## config.mk

```make
export PLATFORM = sky130hd
export DESIGN_NAME = sm_result_restore
export DESIGN_NICKNAME = d
export VERILOG_FILES = /design/src/rtl/sm_result_restore.sv
export SDC_FILE = /design/constraint.sdc
export NUM_CORES = 1
export LEC_CHECK = 0
export BUFFER_PORTS_ARGS = -buffer_cell sky130_fd_sc_hd__buf_2
export CELL_PAD_IN_SITES_DETAIL_PLACEMENT = 1
export CELL_PAD_IN_SITES_GLOBAL_PLACEMENT = 2
export CORE_MARGIN = 4
export CORE_UTILIZATION = 29
export DETAILED_ROUTE_END_ITERATION = 8
export PLACE_DENSITY_LB_ADDON = 0.1
export SETUP_SLACK_MARGIN = 0.4
export SYNTH_ARGS = -nofsm -noshare
export SYNTH_HDL_FRONTEND = slang
export SYNTH_SLANG_ARGS = --single-unit
```

## constraint.sdc

```tcl
create_clock -name clk -period 1.12 [get_ports clk]
set_input_delay 0.168 -clock clk [delete_from_list [all_inputs] [get_ports clk]]
set_output_delay 0.168 -clock clk [all_outputs]
set_load 0.01 [all_outputs]
```

## src/rtl/sm_result_restore.sv

```systemverilog
// Bit-serial restore of a minuend from a sign-magnitude difference: A = neg ? B - MAG : B + MAG.
// One bit per clock, LSB first; flags differences that no valid subtract could have produced.
module sm_result_restore #(
    parameter int WIDTH = 8
) (
    input  logic             clk,
    input  logic             rst_n,
    input  logic             in_valid,
    output logic             in_ready,
    input  logic [WIDTH-1:0] base,
    input  logic [WIDTH-1:0] mag,
    input  logic             neg,
    output logic             out_valid,
    input  logic             out_ready,
    output logic [WIDTH-1:0] result,
    output logic             err
);

    localparam int CW = (WIDTH > 2) ? $clog2(WIDTH) : 1;
    localparam logic [CW-1:0] LAST = CW'(WIDTH - 1);

    localparam logic [1:0] IDLE = 2'd0;
    localparam logic [1:0] RUN  = 2'd1;
    localparam logic [1:0] DONE = 2'd2;

    logic [1:0]       state;
    logic [WIDTH-1:0] b_sr, m_sr, res_sr;
    logic             neg_r, mag_zero, c, err_r;
    logic [CW-1:0]    cnt;

    logic bi, mi, s, cn;

    // One full adder/subtractor slice; c is carry for add, borrow for subtract.
    always_comb begin
        bi = b_sr[0];
        mi = m_sr[0];
        s  = bi ^ mi ^ c;
        if (neg_r) cn = (~bi & mi) | (~(bi ^ mi) & c);
        else       cn = (bi & mi) | (bi & c) | (mi & c);
    end

    always_ff @(posedge clk or negedge rst_n) begin
        if (!rst_n) begin
            state    <= IDLE;
            b_sr     <= '0;
            m_sr     <= '0;
            res_sr   <= '0;
            neg_r    <= 1'b0;
            mag_zero <= 1'b0;
            c        <= 1'b0;
            err_r    <= 1'b0;
            cnt      <= '0;
        end else begin
            case (state)
                IDLE: if (in_valid) begin
                    b_sr     <= base;
                    m_sr     <= mag;
                    neg_r    <= neg;
                    mag_zero <= (mag == '0);
                    c        <= 1'b0;
                    cnt      <= '0;
                    err_r    <= 1'b0;
                    state    <= RUN;
                end
                RUN: begin
                    res_sr <= {s, res_sr[WIDTH-1:1]};
                    b_sr   <= b_sr >> 1;
                    m_sr   <= m_sr >> 1;
                    c      <= cn;
                    cnt    <= cnt + 1'b1;
                    if (cnt == LAST) begin
                        // A zero magnitude tagged negative cannot come out of the subtract path.
                        err_r <= neg_r ? (cn | mag_zero) : cn;
                        state <= DONE;
                    end
                end
                DONE: if (out_ready) state <= IDLE;
                default: state <= IDLE;
            endcase
        end
    end

    assign in_ready  = (state == IDLE);
    assign out_valid = (state == DONE);
    assign result    = res_sr;
    assign err       = err_r;

endmodule
```

==> metrics.cfg, run 1 <==
[critical_path]
endpoint=neg_r
timing.critical_path.required_ps=1290
crit_fanout=5
nature_of_the_critical_path_startpoint=flip-flop
flop2flop_setup_slack_ps=-220
worstReg2RegEnd=neg_r
cp_data_arrival_time_ps=1500
timing_worst_setup_path_type=reg2reg
rr_startpoint=state[0]
ff2ff_path_depth=4
launch_point_of_the_critical_path=state[0]
crit_path_end_kind=flip-flop

[sta]
skew_ps=7.625
fin_crit_sh=1.194
unrepaired_setup_endpoints_after_global_routing=true
setup_violations=34
worst_slew_margin_relative_to_its_limit=0.6530
fmaxAchievable_ghz=0.7479
fin_ws_ps=-217.1
max_slew.worst_pin.slew_ps=515.7
finalHoldViolCount=0
report.final.slew_viol_count=0
finalWorstPathRequiredPeriod_ps=1337

[floorplanning]
floorplan.die.height_um=80.34
floorplan.rows=26
initial_utilization=0.2991
design.die.area_sq_mm=0.006455
core-area_sq_mm=0.005075
io_pins=32
die_width_um=80.34

[pwr]
net-switching-power_w=0.002501
seq_power_share=0.317
finalPower_w=0.006618
part_of_the_power_in_the_clock_network=0.150
intPower_w=0.004117
leak_pwr_nw=1.165
pwr_density_cell_mw_per_mm2=2711
comb_power_share=0.533
power.switching_fraction=0.3780
irDropWorstVdd_mv=1.157

[routing]
vias=1363
detail_route.first_pass.iterations=3
route.detailed.wl_per_inst_um=15.36
initialDrtViolationCount=28
drcViolationCount=0
drtAntennaViolNets=0
wl_mm=4.547
vias_per_cell=4.605

[synthesis]
synth.avg_cell_area_sq_um=9.729
synth_top_family_by_area=simple AND/OR/NAND/NOR gates
syn-cell-area_sq_mm=0.001518
synth.yosys.seq_area_share=0.5441
yosys.area_share.simple=0.1715
ys_ff_latch=33
synth_warnings=0
synth_edf_count=0
synthCells=156
xor_and_xnor_area_share_after_synthesis=0
synth.area.mux_share=0.01401
mapped_nets=181
fraction_of_the_mapped_netlist_area_in_adder_cells=0.04287
async_reset_ff_frac=1.000
most_used_flip_flop_cell_after_synthesis=sky130_fd_sc_hd__dfrtp_1
synth_compound_area_frac=0.1674
post_synth_num_cell_types=26

[place]
globalplace.congestion=0.7708
hpwlAfterDp_mm=2.907
detailed_place.area_sq_mm=0.001859
io_buffers=31

[status]
run_status=finished, violations left
failed_checks=negative setup slack

[global_routing]
groute.usage.overall=0.1540
grt_first_pass_wirelength_mm=7.610
grt_max_degree=34
grt_pass1_vias=1531
grt_overflow_total=0
grt_antenna_before_repair=0

[finish]
ff_latch_area_sq_um=828.3
most-common-layout-cells=sky130_fd_sc_hd__nand2_1, sky130_fd_sc_hd__dfrtp_1, sky130_fd_sc_hd__buf_2
stdcell_area_sq_mm=0.002441
layout-area-overhead-vs-synth_pct=60.84
fillers=596
nNetsFinal=250
multi_input_comb_area_sq_um=825.8
layout-drive-gt1-share=0.5973
antenna-diode-count=0

[clocking]
number_of_h_tree_branching_levels=2
ctsLongestPathBuffers=2
cts_tree=yes
clk-insertion-delay-late_ps=280
cts_inserted_buffers=5
path_clk_slew_ps=70
ctsRootBufferMaster=sky130_fd_sc_hd__clkbuf_8
clkSinkCount=33

[job]
cap_viol_max_count=0

[hold_path]
min-delay-path-class=in2reg
timing.hold.worst.start=base[7]

## power by group through the flow
| stage | clock network (W) | registers [W] | logic [W] |
|---|---|---|---|
| 2_1_floorplan | 0 | 0.00204 | 0.00149 |
| 3_3_place_gp | 0 | 0.00203 | 0.00216 |
| 3_5_place_dp | 0 | 0.00206 | 0.00224 |
| 4_1_cts | 0.00103 | 0.00202 | 0.00306 |
| 5_1_grt | 0.00109 | 0.00215 | 0.00388 |
| 6_report | 0.000996 | 0.00210 | 0.00353 |
## through the flow
stage	setup WS, ps	utilization	setup TNS (ps)	cells	hold slack [ps]
3_5_place_dp	-175.8	0.3664	-2471	264	142.9
6_report	-217.1	0.4810	-3677	296	112.5
3_3_place_gp	-71.90	0.3664	-1116	264	141.6
2_1_floorplan	-68.33	-	-520.3	156	-127.6
5_1_grt	-254.3	0.4810	-5394	296	107.4
4_1_cts	-185.8	0.4413	-3510	290	112.8
## worst min-delay path by stage
stage | cells past startpoint | slack (ps) | to
2_1_floorplan | 0 | -130 | b_sr[0]
3_3_place_gp | 2 | 140 | result[2]
3_5_place_dp | 2 | 140 | result[3]
4_1_cts | 3 | 110 | b_sr[7]
5_1_grt | 3 | 110 | b_sr[7]
6_report | 3 | 110 | b_sr[7]
## Yosys cell counts (2+ instances only)
cell type	n	share of area
sky130_fd_sc_hd__a21oi_1	3	0.0099
sky130_fd_sc_hd__a22oi_1	12	0.059
sky130_fd_sc_hd__and3b_1	2	0.012
sky130_fd_sc_hd__buf_2	4	0.013
sky130_fd_sc_hd__buf_4	4	0.020
sky130_fd_sc_hd__dfrtp_1	33	0.54
sky130_fd_sc_hd__fa_1	2	0.026
sky130_fd_sc_hd__ha_1	2	0.016
sky130_fd_sc_hd__inv_1	7	0.017
sky130_fd_sc_hd__nand2_1	47	0.12
sky130_fd_sc_hd__nor2b_1	2	0.0082
sky130_fd_sc_hd__nor4_1	2	0.0082
sky130_fd_sc_hd__o21ai_0	22	0.073
sky130_fd_sc_hd__o21bai_1	2	0.0099
## flip-flops by register name, indices dropped and copies added (netlist names)
signal and flops:
result 8, neg_r 1, m_sr 8, cnt 3, c 1, err 1, b_sr 8, state 2
mag_zero 1
## area by class of cell
class / instances / area share
multi-input cells: 106 / 0.3383
inverters: 7 / 0.01076
repair buffers: 72 / 0.2342
well taps: 70 / 0.03588
clock buffers: 7 / 0.03947
clock inverters: 1 / 0.002050
flip-flops and latches: 33 / 0.3393
## metal layers
metal	up-vias	GRT usage	wire, um
met5	-	0	0
met4	0	0.04392	44
met3	4	0.03251	140
met2	21	0.2848	2517
met1	675	0.1766	1845
li1	663	-	-
## kinds of logic (layout without fill, tap and decap cells)
| logic type | after synthesis | in the layout |
|---|---|---|
| and+or+nand+nor | 58 | 58 |
| buffers and inverters | 17 | 87 |
| adders and majority gates | 4 | 4 |
| AOI/OAI and AO/OA | 42 | 42 |
| DFF | 33 | 33 |
| muxes | 2 | 2 |
## worst max-delay path, cell delays in order (launching register included)
cell and delay, ps:
sky130_fd_sc_hd__dfrtp_2 430, sky130_fd_sc_hd__buf_6 140, sky130_fd_sc_hd__nor3b_4 200, sky130_fd_sc_hd__buf_6 150, sky130_fd_sc_hd__mux2_4 290
## timing repair
action	in CTS	in global routing
pin swaps	10	23
endpoints found under the hold margin	33	0
cloned	2	0
resized for setup	38	53
buffers inserted	15	6
endpoints found under the setup margin	44	44
hold buffers	1	0
No activity file was read; power rests on OpenSTA's default activity.
==> run 2: changes to the inputs <==
--- a/config.mk
+++ b/config.mk
@@ -10,9 +10,10 @@
 export CELL_PAD_IN_SITES_GLOBAL_PLACEMENT = 2
 export CORE_MARGIN = 4
 export CORE_UTILIZATION = 29
+export CTS_CLUSTER_SIZE = 14
 export DETAILED_ROUTE_END_ITERATION = 8
+export GPL_ROUTABILITY_DRIVEN = 0
 export PLACE_DENSITY_LB_ADDON = 0.1
-export SETUP_SLACK_MARGIN = 0.4
 export SYNTH_ARGS = -nofsm -noshare
 export SYNTH_HDL_FRONTEND = slang
 export SYNTH_SLANG_ARGS = --single-unit
==> run 2 against run 1 <==
  * The flow still finishes with violations (negative setup slack)
  * Routed wire length down 2.7%
  * Final area down 6.1%
  * Core utilization down 2.9 points
  * Sequential power about the same
  * Worst hold slack worse by 2.2 ps
  * Die area unchanged
  * Via count down 0.51%
  * Cell count down 2.4%
  * Worst setup slack better by 17 ps
  * Largest power group unchanged
==> metrics.cfg, run 2 (synthesis results as in run 1) <==
[sta]
worst_slew_margin_relative_to_its_limit=0.7537  ; was 0.6530
skew_ps=7.650  ; was 7.625 ps
finalWorstPathRequiredPeriod_ps=1320  ; was 1337 ps
report.final.slew_viol_count=0  ; unchanged
setup_total_negative_slack_ps=-3673  ; was -3677 ps
max_slew.worst_pin.slew_ps=366.1  ; was 515.7 ps
finalHoldViolCount=0  ; unchanged
fmaxAchievable_ghz=0.7576  ; was 0.7479 GHz
unrepaired_setup_endpoints_after_global_routing=true  ; unchanged
setup_violations=35  ; was 34
fin_ws_ps=-200.0  ; was -217.1 ps
fin_crit_sh=1.179  ; was 1.194

[finish]
layout-drive-gt1-share=0.4932  ; was 0.5973
layout-area-overhead-vs-synth_pct=51.03  ; was 60.84%
antenna-diode-count=0  ; unchanged
nNetsFinal=243  ; was 250
most-common-layout-cells=sky130_fd_sc_hd__nand2_1, sky130_fd_sc_hd__dfrtp_1, sky130_fd_sc_hd__buf_2  ; unchanged
layout_commonest_cell=sky130_fd_sc_hd__nand2_1

[critical_path]
crit_fanout=5  ; unchanged
crit_path_end_kind=output port  ; was flip-flop
flop2flop_setup_slack_ps=-180  ; was -220 ps
worstReg2RegEnd=neg_r  ; unchanged
nature_of_the_critical_path_startpoint=flip-flop  ; unchanged
timing.critical_path.required_ps=950  ; was 1290 ps
ff2ff_path_depth=3  ; was 4
rr_startpoint=state[1]  ; was state[0]
cp_data_arrival_time_ps=1150  ; was 1500 ps
timing_worst_setup_path_type=reg2out  ; was reg2reg

[place]
hpwlAfterDp_mm=2.857  ; was 2.907 mm
io_buffers=31  ; unchanged
dpl_worst_slack_ps=-183.8  ; was -175.8 ps

[global_routing]
grt_pass1_vias=1527  ; was 1531
grt_max_degree=34  ; unchanged
grt_antenna_before_repair=0  ; unchanged
grt_first_pass_wirelength_mm=7.541  ; was 7.610 mm
grt_overflow_total=0  ; unchanged
groute.usage.overall=0.1514  ; was 0.1540

[hold_path]
holdPathStages=3  ; unchanged
min_to=m_sr[7]  ; was b_sr[7]
timing.hold.worst.start=mag[7]  ; was base[7]
min-delay-path-class=in2reg  ; unchanged

[clocking]
ctsLongestPathBuffers=2  ; unchanged
path_clk_slew_ps=70  ; about the same
clk-insertion-delay-late_ps=290  ; was 280 ps
ctsRootBufferMaster=sky130_fd_sc_hd__clkbuf_8  ; unchanged
cts_tree=yes  ; unchanged
number_of_h_tree_branching_levels=2  ; unchanged
cts_inserted_buffers=5  ; unchanged
clkSinkCount=33  ; unchanged

[floorplanning]
floorplan.die.height_um=80.34  ; unchanged
design.die.area_sq_mm=0.006455  ; unchanged
initial_utilization=0.2991  ; unchanged
io_pins=32  ; unchanged
floorplan.rows=26  ; unchanged
core-area_sq_mm=0.005075  ; unchanged
die_width_um=80.34  ; unchanged

[job]
cap_viol_max_count=0  ; unchanged

[routing]
drtAntennaViolNets=0  ; unchanged
wl_mm=4.423  ; was 4.547 mm
initialDrtViolationCount=27  ; was 28
vias=1356  ; was 1363
drcViolationCount=0  ; unchanged
route.detailed.wl_per_inst_um=15.30  ; was 15.36 um
vias_per_cell=4.692  ; was 4.605
detail_route.first_pass.iterations=4  ; was 3

[pwr]
finalPower_w=0.006272  ; was 0.006618 W
irDropWorstVdd_mv=0.7661  ; was 1.157 mV
leak_pwr_nw=1.097  ; was 1.165 nW
pwr_density_cell_mw_per_mm2=2736  ; was 2711 mW/mm^2

[status]
failed_checks=negative setup slack  ; unchanged
run_status=finished, violations left  ; unchanged

## run 2: changes by cell type in the layout (fill, tap and decap cells not counted), sizes merged
cell,previous run,this run
clkbuf,7,8
buf,71,63
## run 2: power by group
part           leakage [nW]  total, W  switching [W]  internal (W)
clock network        0.0542   0.00101       0.000450      0.000556
logic                 0.624   0.00315        0.00148       0.00168
registers             0.419   0.00211       0.000411       0.00170
total                  1.10   0.00627        0.00234       0.00393
## run 2: how the worst max path moves through the flow
| stage | startpoint | end | slack, ps | cells after the start |
|---|---|---|---|---|
| detailed placement | state[0] | m_sr[1] | -180 | 5 |
| finish | state[0] | out_valid | -200 | 3 |
| CTS | state[0] | out_valid | -200 | 3 |
| global route | state[0] | out_valid | -250 | 3 |
| floorplan | state[0] | neg_r | -70 | 3 |
| global placement | state[1] | mag_zero | -140 | 4 |
## run 2: area by class of cell
class	instances	area [sq um]
fill	588	2783
sequential	33	828.3
multi-input combinational	106	723.2
timing repair buffer	65	525.5
clock buffer	7	96.34
tap	70	87.58
inverter	7	26.28
clock inverter	1	5.005
## run 2: routing by layer
layer / wire (um) / GRT usage / share of wire / vias to the layer above
met4: 20 / 0.04054 / 0.0045 / 0
met1: 1868 / 0.1900 / 0.42 / 682
met5: 0 / 0 / 0 / -
met3: 146 / 0.03587 / 0.033 / 2
met2: 2388 / 0.2591 / 0.54 / 22
li1: - / - / - / 650
## run 2: what timing repair did
item,CTS,global route
pin swaps,8,12
setup buffers,9,4
gates resized for setup,39,25
gates cloned,1,1
hold buffers,1,0
hold endpoints to repair,33,0
endpoints found under the setup margin,31,35
## run 2: critical path, stage by stage (launching register included)
cell	delay [ps]
sky130_fd_sc_hd__dfrtp_2	480
sky130_fd_sc_hd__buf_6	150
sky130_fd_sc_hd__nor2b_4	120
sky130_fd_sc_hd__buf_6	110
## run 2: through the flow
step	area (sq um)	std cells	utilization	hold slack, ps
after CTS	2155	284	0.4246	102.7
after detailed placement	1864	265	0.3674	147.6
after global routing	2292	289	0.4517	111.4
final	2292	289	0.4517	110.3
after global placement	1864	265	0.3674	140.8
after floorplan	1526	156	-	-127.6
==> run 3: changes to the inputs <==
--- a/config.mk
+++ b/config.mk
@@ -5,11 +5,12 @@
 export SDC_FILE = /design/constraint.sdc
 export NUM_CORES = 1
 export LEC_CHECK = 0
+export ABC_AREA = 1
 export BUFFER_PORTS_ARGS = -buffer_cell sky130_fd_sc_hd__buf_2
 export CELL_PAD_IN_SITES_DETAIL_PLACEMENT = 1
 export CELL_PAD_IN_SITES_GLOBAL_PLACEMENT = 2
 export CORE_MARGIN = 4
-export CORE_UTILIZATION = 29
+export CORE_UTILIZATION = 28
 export CTS_CLUSTER_SIZE = 14
 export DETAILED_ROUTE_END_ITERATION = 8
 export GPL_ROUTABILITY_DRIVEN = 0
==> run 3 against run 2 <==
  * Via count up 7.7%
  * Combinational power up 9.2%
  * Final area up 1.2%
  * Global-route usage down 1.6 points
  * Clock skew down 3.2 ps
  * Cell count up 13%
  * Die area up 8.5%
  * Non-clock buffer count down 12
  * Total power up 6.0%
  * Routed wire length up 0.97%
  * The run still ends with negative setup slack left
  * Worst setup slack better by 26 ps
  * Synthesized cell count up 30%
==> metrics.cfg, run 3 <==
[status]
run_status=finished, violations left  ; unchanged
failed_checks=negative setup slack  ; unchanged

[critical_path]
timing_worst_setup_path_type=reg2reg  ; was reg2out
cp_data_arrival_time_ps=1520  ; was 1150 ps
crit_path_end_kind=flip-flop  ; was output port
nature_of_the_critical_path_startpoint=flip-flop  ; unchanged
timing.critical_path.required_ps=1340  ; was 950 ps
crit_fanout=3  ; was 5

[sta]
fin_ws_ps=-174.2  ; was -200.0 ps
report.final.slew_viol_count=0  ; unchanged
setup_violations=26  ; was 35
finalWorstPathRequiredPeriod_ps=1294  ; was 1320 ps
fmaxAchievable_ghz=0.7727  ; was 0.7576 GHz
setup_total_negative_slack_ps=-2094  ; was -3673 ps
hold-worst-slack_ps=61.48  ; was 110.3 ps
finalHoldViolCount=0  ; unchanged
unrepaired_setup_endpoints_after_global_routing=true  ; unchanged
worst_slew_margin_relative_to_its_limit=0.7461  ; was 0.7537
fin_crit_sh=1.156  ; was 1.179
max_slew.worst_pin.slew_ps=380.9  ; was 366.1 ps
skew_ps=4.416  ; was 7.650 ps

[clocking]
clk-insertion-delay-late_ps=280  ; was 290 ps
clkSinkCount=33  ; unchanged
path_clk_slew_ps=70  ; about the same
cts_inserted_buffers=5  ; unchanged
number_of_h_tree_branching_levels=2  ; unchanged
ctsRootBufferMaster=sky130_fd_sc_hd__clkbuf_8  ; unchanged
ctsLongestPathBuffers=2  ; unchanged
cts_tree=yes  ; unchanged

[routing]
wl_mm=4.466  ; was 4.423 mm
vias=1461  ; was 1356
vias_per_cell=4.454  ; was 4.692
drcViolationCount=0  ; unchanged
detail_route.first_pass.iterations=4  ; unchanged
drtAntennaViolNets=0  ; unchanged
route.detailed.wl_per_inst_um=13.62  ; was 15.30 um
initialDrtViolationCount=48  ; was 27

[finish]
layout-drive-gt1-share=0.3984  ; was 0.4932
instances_no_fill=328  ; was 289
fillers=684  ; was 588
antenna-diode-count=0  ; unchanged
nNetsFinal=280  ; was 243
most-common-layout-cells=sky130_fd_sc_hd__nand2_1, sky130_fd_sc_hd__dfrtp_1, sky130_fd_sc_hd__buf_2  ; unchanged
stdcell_area_sq_mm=0.002320  ; was 0.002292 sq mm
layout_commonest_cell=sky130_fd_sc_hd__nand2_1  ; unchanged
layout-area-overhead-vs-synth_pct=44.62  ; was 51.03%

[synthesis]
synth_edf_count=0  ; unchanged
post_synth_num_cell_types=17  ; was 26
mapped_nets=228  ; was 181
synth_warnings=0  ; unchanged
share_of_the_synthesized_area_in_the_top_cell_type=0.5148  ; was 0.5441
ys_ff_latch=33  ; unchanged
netlist_top_cells_area=sky130_fd_sc_hd__dfrtp_1, sky130_fd_sc_hd__nand2_1, sky130_fd_sc_hd__o21ai_0, sky130_fd_sc_hd__buf_6, sky130_fd_sc_hd__fa_1  ; was sky130_fd_sc_hd__dfrtp_1, sky130_fd_sc_hd__nand2_1, sky130_fd_sc_hd__o21ai_0, sky130_fd_sc_hd__a22oi_1, sky130_fd_sc_hd__fa_1
synthTopCellsByCount=sky130_fd_sc_hd__nand2_1, sky130_fd_sc_hd__dfrtp_1, sky130_fd_sc_hd__o21ai_0  ; unchanged
most_used_flip_flop_cell_after_synthesis=sky130_fd_sc_hd__dfrtp_1  ; unchanged
syn-cell-area_sq_mm=0.001604  ; was 0.001518 sq mm
netlist.top_cell.by_area=sky130_fd_sc_hd__dfrtp_1  ; unchanged
synthCells=203  ; was 156
synth.yosys.seq_area_share=0.5148  ; was 0.5441
synth.avg_cell_area_sq_um=7.902  ; was 9.729 sq um
synthMostInstantiatedCell=sky130_fd_sc_hd__nand2_1  ; unchanged
async_reset_ff_frac=1.000  ; unchanged

[global_routing]
groute.usage.overall=0.1355  ; was 0.1514
grt_first_pass_wirelength_mm=7.590  ; was 7.541 mm
grt_antenna_before_repair=0  ; unchanged
busiest_layer=met2  ; unchanged
globalRouteMet1Util=0.1600  ; was 0.1900
grt_max_degree=20  ; was 34
grt_pass1_vias=1606  ; was 1527
grt_overflow_total=0  ; unchanged
grt.met3_usage=0.03653  ; was 0.03587
grtUsageMet2=0.2350  ; was 0.2591

[floorplanning]
io_pins=32  ; unchanged
core-area_sq_mm=0.005540  ; was 0.005075 sq mm
floorplan.rows=27  ; was 26
design.die.area_sq_mm=0.007004  ; was 0.006455 sq mm
die_width_um=83.69  ; was 80.34 um
floorplan.die.height_um=83.69  ; was 80.34 um
initial_utilization=0.2895  ; was 0.2991

[job]
cap_viol_max_count=0  ; unchanged

[place]
detailed_place.area_sq_mm=0.001893  ; was 0.001864 sq mm
hpwlAfterDp_mm=2.837  ; was 2.857 mm
io_buffers=31  ; unchanged
place.detailed.instances=307  ; was 265

[pwr]
finalPower_w=0.006649  ; was 0.006272 W
leak_pwr_nw=1.240  ; was 1.097 nW
pwr_density_cell_mw_per_mm2=2866  ; was 2736 mW/mm^2
irDropWorstVdd_mv=0.9274  ; was 0.7661 mV

[hold_path]
min-delay-path-class=in2reg  ; unchanged

## run 3: cell count changes after synthesis, sizes merged, moves of 3 or more
| cell | before | now |
|---|---|---|
| inv | 7 | 11 |
| nand2 | 47 | 121 |
| a21oi | 3 | 0 |
| o21ai | 22 | 11 |
| nor2 | 1 | 10 |
| a22oi | 12 | 0 |
## run 3: stage by stage
step                setup slack [ps]  utilization
floorplan                     -3.116            -
global placement              -52.65       0.3417
detailed placement            -137.3       0.3417
CTS                           -135.4       0.3808
global route                  -240.8       0.4187
finish                        -174.2       0.4187
## run 3: power by group
group / internal [W] / leakage, nW / total, W / switching (W)
combinational: 0.00162 / 0.762 / 0.00344 / 0.00182
clock: 0.000725 / 0.0585 / 0.00116 / 0.000436
sequential: 0.00170 / 0.419 / 0.00205 / 0.000348
## run 3: critical path, cell delays in order, from the launching register on
cell,delay [ps]
sky130_fd_sc_hd__dfrtp_1,400
sky130_fd_sc_hd__inv_2,60
sky130_fd_sc_hd__fa_2,380
sky130_fd_sc_hd__inv_2,70
sky130_fd_sc_hd__nor2_2,30
sky130_fd_sc_hd__nor2_2,130
sky130_fd_sc_hd__nand3_1,90
sky130_fd_sc_hd__nand2_1,70
## run 3: final timing paths
kind	start	endpoint	slack (ps)	depth (start not counted)
worst max-delay path	b_sr[0]	err	-170	7
worst min-delay path	out_ready	state[1]	60	2
worst max register to register	b_sr[0]	err	-170	7
worst min register to register	m_sr[3]	m_sr[3]	480	2
max in group asynchronous	rst_n	state[0]	350	3
min in group asynchronous	rst_n	result[3]	330	2
## run 3: repair_timing
action                     4_1_cts  5_1_grt
hold buffers                     1        0
buffers inserted                 5        4
cloned                           1        2
setup endpoints to repair       26       32
pin swaps                        4        6
hold endpoints to repair        14        0
gates resized for setup          9       57
## run 3: per-layer routing
metal  part of all wire  vias up  routed length, um
met1               0.44      706               1949
met5                  0        -                  0
met4              0.015        0                 67
met2               0.49       33               2185
met3              0.059        6                263
li1                   -      716                  -
## run 3: layout make-up
type                            instances  area, sq um  share of cell area
Tap cell                               72        90.09             0.03884
Inverter                               11        43.79             0.01888
Timing Repair Buffer                   53        464.2              0.2001
Clock buffer                            7        86.33             0.03722
Sequential cell                        33        827.0              0.3565
Multi-Input combinational cell        151        778.2              0.3355
Clock inverter                          1        30.03             0.01295
## run 3: cell families after synthesis
kind of cell,after synthesis,share of synthesized area
simple gates,135,0.3268
flops,33,0.5148
buf+inv,19,0.07644
compound gates,12,0.04135
fa+ha+maj,4,0.04056
